[config.mk]
export PLATFORM = sky130hd
export DESIGN_NAME = acc_array_flat
export DESIGN_NICKNAME = d
export VERILOG_FILES = /design/src/rtl/acc_pkg.sv /design/src/rtl/acc_array_if.sv /design/src/rtl/acc_alu.sv /design/src/rtl/acc_array.sv /design/src/flat_wrapper.sv
export SDC_FILE = /design/constraint.sdc
export NUM_CORES = 1
export LEC_CHECK = 0
export CAP_MARGIN = 10
export CORE_MARGIN = 4
export CORE_UTILIZATION = 30
export CTS_CLUSTER_SIZE = 40
export DETAILED_ROUTE_END_ITERATION = 12
export SLEW_MARGIN = 40
export SYNTH_ARGS = -nofsm -noshare
export SYNTH_HDL_FRONTEND = slang
export SYNTH_HIERARCHICAL = 1
export SYNTH_SLANG_ARGS = --single-unit
[constraint.sdc]
create_clock -name clk -period 5.2 [get_ports clk]
set_input_delay 0.78 -clock clk [delete_from_list [all_inputs] [get_ports clk]]
set_output_delay 0.78 -clock clk [all_outputs]
set_load 0.02 [all_outputs]
[src/rtl/acc_pkg.sv]
// Shared types for the multi-channel accumulator.
// The request struct is declared in acc_array because its field widths follow the module parameters.
package acc_pkg;

    typedef enum logic [1:0] {
        ACC_ADD  = 2'd0,
        ACC_SUB  = 2'd1,
        ACC_LOAD = 2'd2,
        ACC_READ = 2'd3
    } acc_op_e;

endpackage

[src/rtl/acc_array_if.sv]
// Request/result handshake bundle between producer, accumulator array and consumer.
// The master side drives requests and accepts results; the slave side is the array.
interface acc_array_if
    import acc_pkg::*;
#(
    parameter int WIDTH = 32,
    parameter int CH_W  = 2
) ();

    logic             in_valid;
    logic             in_ready;
    logic [CH_W-1:0]  in_ch;
    acc_op_e          in_op;
    logic [WIDTH-1:0] in_x;

    logic             out_valid;
    logic             out_ready;
    logic [CH_W-1:0]  out_ch;
    logic [WIDTH-1:0] out_q;
    logic             out_ovf;

    modport master (
        output in_valid, in_ch, in_op, in_x, out_ready,
        input  in_ready, out_valid, out_ch, out_q, out_ovf
    );

    modport slave (
        input  in_valid, in_ch, in_op, in_x, out_ready,
        output in_ready, out_valid, out_ch, out_q, out_ovf
    );

endinterface

[src/rtl/acc_alu.sv]
// Accumulator ALU: add/sub with carry-out as overflow, load, read; optional clamping.
// Latency: combinational.
// Backpressure: none, pure function of its inputs.
module acc_alu
    import acc_pkg::*;
#(
    parameter int WIDTH = 32,
    parameter bit SAT   = 1'b0
) (
    input  logic [WIDTH-1:0] acc,
    input  logic [WIDTH-1:0] x,
    input  acc_op_e          op,
    output logic [WIDTH-1:0] r,
    output logic             ovf
);

    logic [WIDTH:0] sum;
    logic [WIDTH:0] diff;

    always_comb begin
        sum  = {1'b0, acc} + {1'b0, x};
        diff = {1'b0, acc} - {1'b0, x};
        r    = acc;
        ovf  = 1'b0;
        unique case (op)
            ACC_ADD: begin
                ovf = sum[WIDTH];
                r   = (SAT && ovf) ? '1 : sum[WIDTH-1:0];
            end
            ACC_SUB: begin
                // The extra bit of the difference is the borrow.
                ovf = diff[WIDTH];
                r   = (SAT && ovf) ? '0 : diff[WIDTH-1:0];
            end
            ACC_LOAD: r = x;
            ACC_READ: r = acc;
        endcase
    end

endmodule

[src/rtl/acc_array.sv]
// NCH-channel accumulator: one request per cycle, result two edges after acceptance.
// Latency: 2 cycles (S1 register, then compute + write + output register).
// Backpressure: S1 and the channel write advance only when the output slot is free or taken.
module acc_array
    import acc_pkg::*;
#(
    parameter int WIDTH = 32,
    parameter int NCH   = 4,
    parameter bit SAT   = 1'b0,
    parameter int CH_W  = $clog2(NCH > 1 ? NCH : 2)
) (
    input  logic            clk,
    input  logic            rst_n,
    input  logic            clr_all,
    acc_array_if.slave      bus,
    output logic [NCH-1:0]  ovf_sticky
);

    typedef struct packed {
        logic [CH_W-1:0]  ch;
        acc_op_e          op;
        logic [WIDTH-1:0] x;
    } acc_req_t;

    acc_req_t         s1_req;
    logic             s1_valid;
    logic [WIDTH-1:0] acc_q [NCH];

    logic             advance;
    logic             s1_hit;
    logic [WIDTH-1:0] rd_val;
    logic [WIDTH-1:0] alu_r;
    logic             alu_ovf;

    assign advance      = !bus.out_valid || bus.out_ready;
    assign bus.in_ready = !clr_all && (!s1_valid || advance);
    // Out-of-range channels flow through S1 but never touch state or the output.
    assign s1_hit       = s1_valid && (32'(s1_req.ch) < NCH);

    always_comb begin
        rd_val = '0;
        for (int i = 0; i < NCH; i++) begin
            if (s1_req.ch == CH_W'(i)) rd_val = acc_q[i];
        end
    end

    acc_alu #(
        .WIDTH (WIDTH),
        .SAT   (SAT)
    ) u_alu (
        .acc (rd_val),
        .x   (s1_req.x),
        .op  (s1_req.op),
        .r   (alu_r),
        .ovf (alu_ovf)
    );

    // The channel write lands on the same edge S1 drains, so a following
    // request to the same channel reads the fresh value without forwarding.
    always_ff @(posedge clk) begin
        if (!rst_n || clr_all) begin
            for (int i = 0; i < NCH; i++) acc_q[i] <= '0;
            ovf_sticky    <= '0;
            s1_valid      <= 1'b0;
            bus.out_valid <= 1'b0;
            if (!rst_n) begin
                bus.out_ch  <= '0;
                bus.out_q   <= '0;
                bus.out_ovf <= 1'b0;
            end
        end else begin
            if (advance) begin
                bus.out_valid <= s1_hit;
                if (s1_hit) begin
                    bus.out_ch             <= s1_req.ch;
                    bus.out_q              <= alu_r;
                    bus.out_ovf            <= alu_ovf;
                    acc_q[s1_req.ch]       <= alu_r;
                    ovf_sticky[s1_req.ch]  <= ovf_sticky[s1_req.ch] | alu_ovf;
                end
            end
            if (bus.in_ready) begin
                s1_valid <= bus.in_valid;
                s1_req   <= '{ch: bus.in_ch, op: bus.in_op, x: bus.in_x};
            end
        end
    end

endmodule
[src/flat_wrapper.sv]
// flat-port wrapper written by rule: the top's interface ports become plain ports
module acc_array_flat import acc_pkg::*;
#(
    parameter int WIDTH = 32,
    parameter int NCH   = 4,
    parameter bit SAT   = 1'b0,
    parameter int CH_W  = $clog2(NCH > 1 ? NCH : 2)
)
  (clk, rst_n, clr_all, ovf_sticky, bus_in_valid, bus_in_ch, bus_in_op, bus_in_x, bus_out_ready, bus_in_ready, bus_out_valid, bus_out_ch, bus_out_q, bus_out_ovf);
  acc_array_if #(.WIDTH(WIDTH), .CH_W(CH_W)) bus_i ();
  input  logic clk;
  input  logic rst_n;
  input  logic clr_all;
  output logic [NCH-1:0] ovf_sticky;
  input wire logic [$bits(bus_i.in_valid)-1:0] bus_in_valid;
  input wire logic [$bits(bus_i.in_ch)-1:0] bus_in_ch;
  input wire logic [$bits(bus_i.in_op)-1:0] bus_in_op;
  input wire logic [$bits(bus_i.in_x)-1:0] bus_in_x;
  input wire logic [$bits(bus_i.out_ready)-1:0] bus_out_ready;
  output wire logic [$bits(bus_i.in_ready)-1:0] bus_in_ready;
  output wire logic [$bits(bus_i.out_valid)-1:0] bus_out_valid;
  output wire logic [$bits(bus_i.out_ch)-1:0] bus_out_ch;
  output wire logic [$bits(bus_i.out_q)-1:0] bus_out_q;
  output wire logic [$bits(bus_i.out_ovf)-1:0] bus_out_ovf;
  assign bus_i.in_valid = bus_in_valid;
  assign bus_i.in_ch = bus_in_ch;
  assign bus_i.in_op = bus_in_op;
  assign bus_i.in_x = bus_in_x;
  assign bus_i.out_ready = bus_out_ready;
  assign bus_in_ready = bus_i.in_ready;
  assign bus_out_valid = bus_i.out_valid;
  assign bus_out_ch = bus_i.out_ch;
  assign bus_out_q = bus_i.out_q;
  assign bus_out_ovf = bus_i.out_ovf;
  acc_array #(.WIDTH(WIDTH), .NCH(NCH), .SAT(SAT), .CH_W(CH_W)) u_core (.clk(clk), .rst_n(rst_n), .clr_all(clr_all), .bus(bus_i), .ovf_sticky(ovf_sticky));
endmodule
==> results_dict.tcl <==
set metrics [dict create \
    vias 9055 \
    syn-num-nets 1275 \
    grt_pass1_vias 9233 \
    grt_pass1_wl_um 52750 \
    max_slew_margin 0.5198 \
    nNetsFinal 1334 \
    cts_tree "yes" \
    worstSetupEndpointType "flip-flop" \
    worst_slack_ns 0.6009 \
    internal_power_uw 3195 \
    grt_usage 0.1494 \
    cp_data_required_time_ns 5.59 \
    post-place-ws_ns 0.6282 \
    ys_ff_latch 205 \
    grt-ovfl-total 0 \
    hold-path-endpoint "u_core/ovf_sticky[0]" \
    status "complete, no violations" \
    drt_iter0_drc 773 \
    first_pass_iters 5 \
    seq_power_share 0.437 \
    die_w_um 210.9 \
    area_growth_pct 16.00 \
    cts.sinks 205 \
    rsz0062_at_grt "no" \
    synth_area_um2 12350 \
    muxShareOfSynthArea 0.07378 \
    fin_cells 1775 \
    finalHoldViolCount 0 \
    ys.warnings.count 6 \
    syn_avg_cell_area_um2 10.58 \
    ctsHoldBuffers 0 \
    layout_min_cycle_time_ns 4.599 \
    root_buffer "clkbuf_16" \
    grt_max_degree 52 \
    r2r_start "u_core/s1_req[34]" \
    drive_gt1_frac 0.09010 \
    drc 0 \
    p_sw_frac 0.2866 \
    async_reset_ff_frac 0 \
    dp_hpwl_um 23420 \
    leakage_uw 0.005605 \
    synth_top_family_by_area "simple AND/OR/NAND/NOR gates" \
    synthSimpleGateAreaFrac 0.1513 \
    synth_edf_count 199 \
    maxCapViolCount 0 \
    critical_path_class "reg2reg" \
    combPwrFrac 0.210 \
    r2r.worst_path.cells 15 \
    slew_viol_final 0 \
    insertion_delay_ns 0.52 \
    crit_fanout 37 \
    core_um2 40740 \
    worstSetupStartpointType "flip-flop" \
    std_cell_rows 74 \
    synth_xor_area_frac 0.01632 \
    initial_core_util 0.3030 \
    synth-compound-area-share 0.1308 \
    io_pins 82 \
    die-area_um2 44460 \
    layout_common_cells "nor2_1, edfxtp_1, nand2_1, inv_1, clkdlybuf4s50_1" \
    ctsResizeCount 0 \
    regToRegSetupSlack_ns 0.60 \
    synth.yosys.seq_area_share 0.4938 \
    wl_per_cell_um 19.08 \
    tns_ns 0 \
    setup_violations 0 \
    peakVddDrop_mv 0.1649 \
    hold_path_class "reg2reg" \
    timing.final.crit_share 0.8844 \
    antenna_found_initial 0 \
    reg2reg_to "u_core/ovf_sticky[3]" \
    final_antenna_net_count 0 \
    power_density_nw_per_um2 312.8 \
    final_common_cell "nor2_1" \
    ys_types 83 \
    clock_path_buffers 3 \
    ys.flop_type "edfxtp_1" \
    hp-start "u_core/ovf_sticky[0]" \
    clkTransAtPathRegs_ns 0.06 \
    power.switching_uw 1284 \
    diodes 0 \
    hold_depth 2 \
    tightest_slew_ns 0.7189 \
    cts_made_buffers 23 \
    io_buffers 81 \
    drt_wl_total_um 33860 \
    place_inst 1733 \
    globalplace.congestion 0.9199 \
    cp.arrival_ns 4.99 \
    postCtsSetupBuffers 0 \
    fmaxAchievable_ghz 0.2174 \
    htreeDepth 1 \
    routed_via_density 5.101 \
    synth_fa_ha_area_frac 0.06912 \
    die_h_um 210.9 \
    finClkSkew_ns 0.01094 \
    syn_inst 1167 \
    power.clock.fraction 0.354 \
]
[power groups by stage]
stage | logic [uW] | clock network, uW | registers, uW
2_1_floorplan | 650 | 0 | 2000
3_3_place_gp | 926 | 0 | 1990
3_5_place_dp | 931 | 0 | 1990
4_1_cts | 937 | 1630 | 1960
5_1_grt | 1030 | 1690 | 1960
6_report | 939 | 1580 | 1960
[stage by stage]
step / power (uW) / util / area (um2) / hold WS, ns
after floorplan: 2649 / - / 12350 / 0.5305
after global placement: 2916 / 0.3333 / 13580 / 0.4531
after detailed placement: 2922 / 0.3337 / 13590 / 0.4353
after CTS: 4527 / 0.3515 / 14320 / 0.4527
after global routing: 4690 / 0.3515 / 14320 / 0.4958
final: 4479 / 0.3515 / 14320 / 0.4511
[worst max path at each step]
stage | start | to | slack, ns
5_1_grt | u_core/s1_req[34] | u_core/acc_q[0][22] | 0.37
3_5_place_dp | u_core/s1_req[34] | u_core/ovf_sticky[3] | 0.63
2_1_floorplan | bus_out_ready | u_core/bus.out_ch[0] | 1.07
4_1_cts | u_core/s1_req[34] | u_core/ovf_sticky[3] | 0.61
3_3_place_gp | u_core/s1_req[34] | u_core/bus.out_ovf | 0.73
6_report | u_core/s1_req[34] | u_core/ovf_sticky[3] | 0.60
[critical path: stages, from the launching register on]
cell and delay, ns:
edfxtp_1 0.37, buf_12 0.30, mux4_2 0.58, ha_1 0.24, fa_1 0.37, nor3b_1 0.17
o31ai_2 0.33, a21boi_1 0.19, a32oi_2 0.38, o211ai_1 0.23, and2_1 0.20, a21o_1 0.17
a2111oi_0 0.44, o22ai_1 0.20, nand3_1 0.19, o31ai_1 0.09
[cell families after synthesis]
logic type,count (synthesis)
AND/OR/NAND/NOR,415
adder cells (fa/ha/maj),67
multiplexers,45
buffers and inverters,165
XOR/XNOR,23
flip-flops,205
AO/OA/AOI/OAI,247
[final cells by class]
| type | instances | area (um2) |
|---|---|---|
| repair buffers | 101 | 980.9 |
| clock buffers | 29 | 598.1 |
| flip-flops and latches | 205 | 6096 |
| fillers | 4094 | 26420 |
| inverters | 98 | 367.9 |
| clock inverters | 13 | 130.1 |
| multi-input cells | 797 | 5483 |
| well taps | 532 | 665.6 |
[cell usage after synthesis (7+ instances only)]
cell	instances	area, um2
o21ai_0	56	280.3
nand2_1	107	401.6
buf_2	21	105.1
o211ai_1	9	67.56
nand2b_1	10	62.56
buf_4	8	60.06
a21o_1	10	75.07
nor2b_1	14	87.58
xor2_1	7	61.31
inv_1	98	367.9
o21bai_1	8	60.06
nand4_1	12	75.07
nor2_1	203	762.0
nand3_1	11	55.05
a21oi_1	78	390.4
xnor2_1	16	140.1
o22ai_1	7	43.79
ha_1	65	813.3
clkbuf_1	22	82.58
buf_6	10	112.6
mux2i_1	10	100.1
edfxtp_1	199	5976
nor3_1	21	105.1
mux4_2	29	653.1
o31ai_1	7	52.55
[state kept, by name, summed over array words and instances (netlist names)]
register	cells
u_core/s1_req	36
u_core/bus.out_ch	2
u_core/ovf_sticky	4
u_core/acc_q	128
u_core/bus.out_valid	1
u_core/bus.out_q	32
u_core/bus.out_ovf	1
u_core/s1_hit	1
[layer usage]
layer / wire [um] / GRT usage / part of all wire / up-vias
met5: 0 / 0 / 0 / -
met4: 895 / 0.04807 / 0.026 / 0
met3: 1831 / 0.02109 / 0.054 / 51
met2: 16190 / 0.2479 / 0.48 / 266
met1: 14950 / 0.2033 / 0.44 / 4420
li1: - / - / - / 4318
No activity file was read; power rests on OpenSTA's default activity.
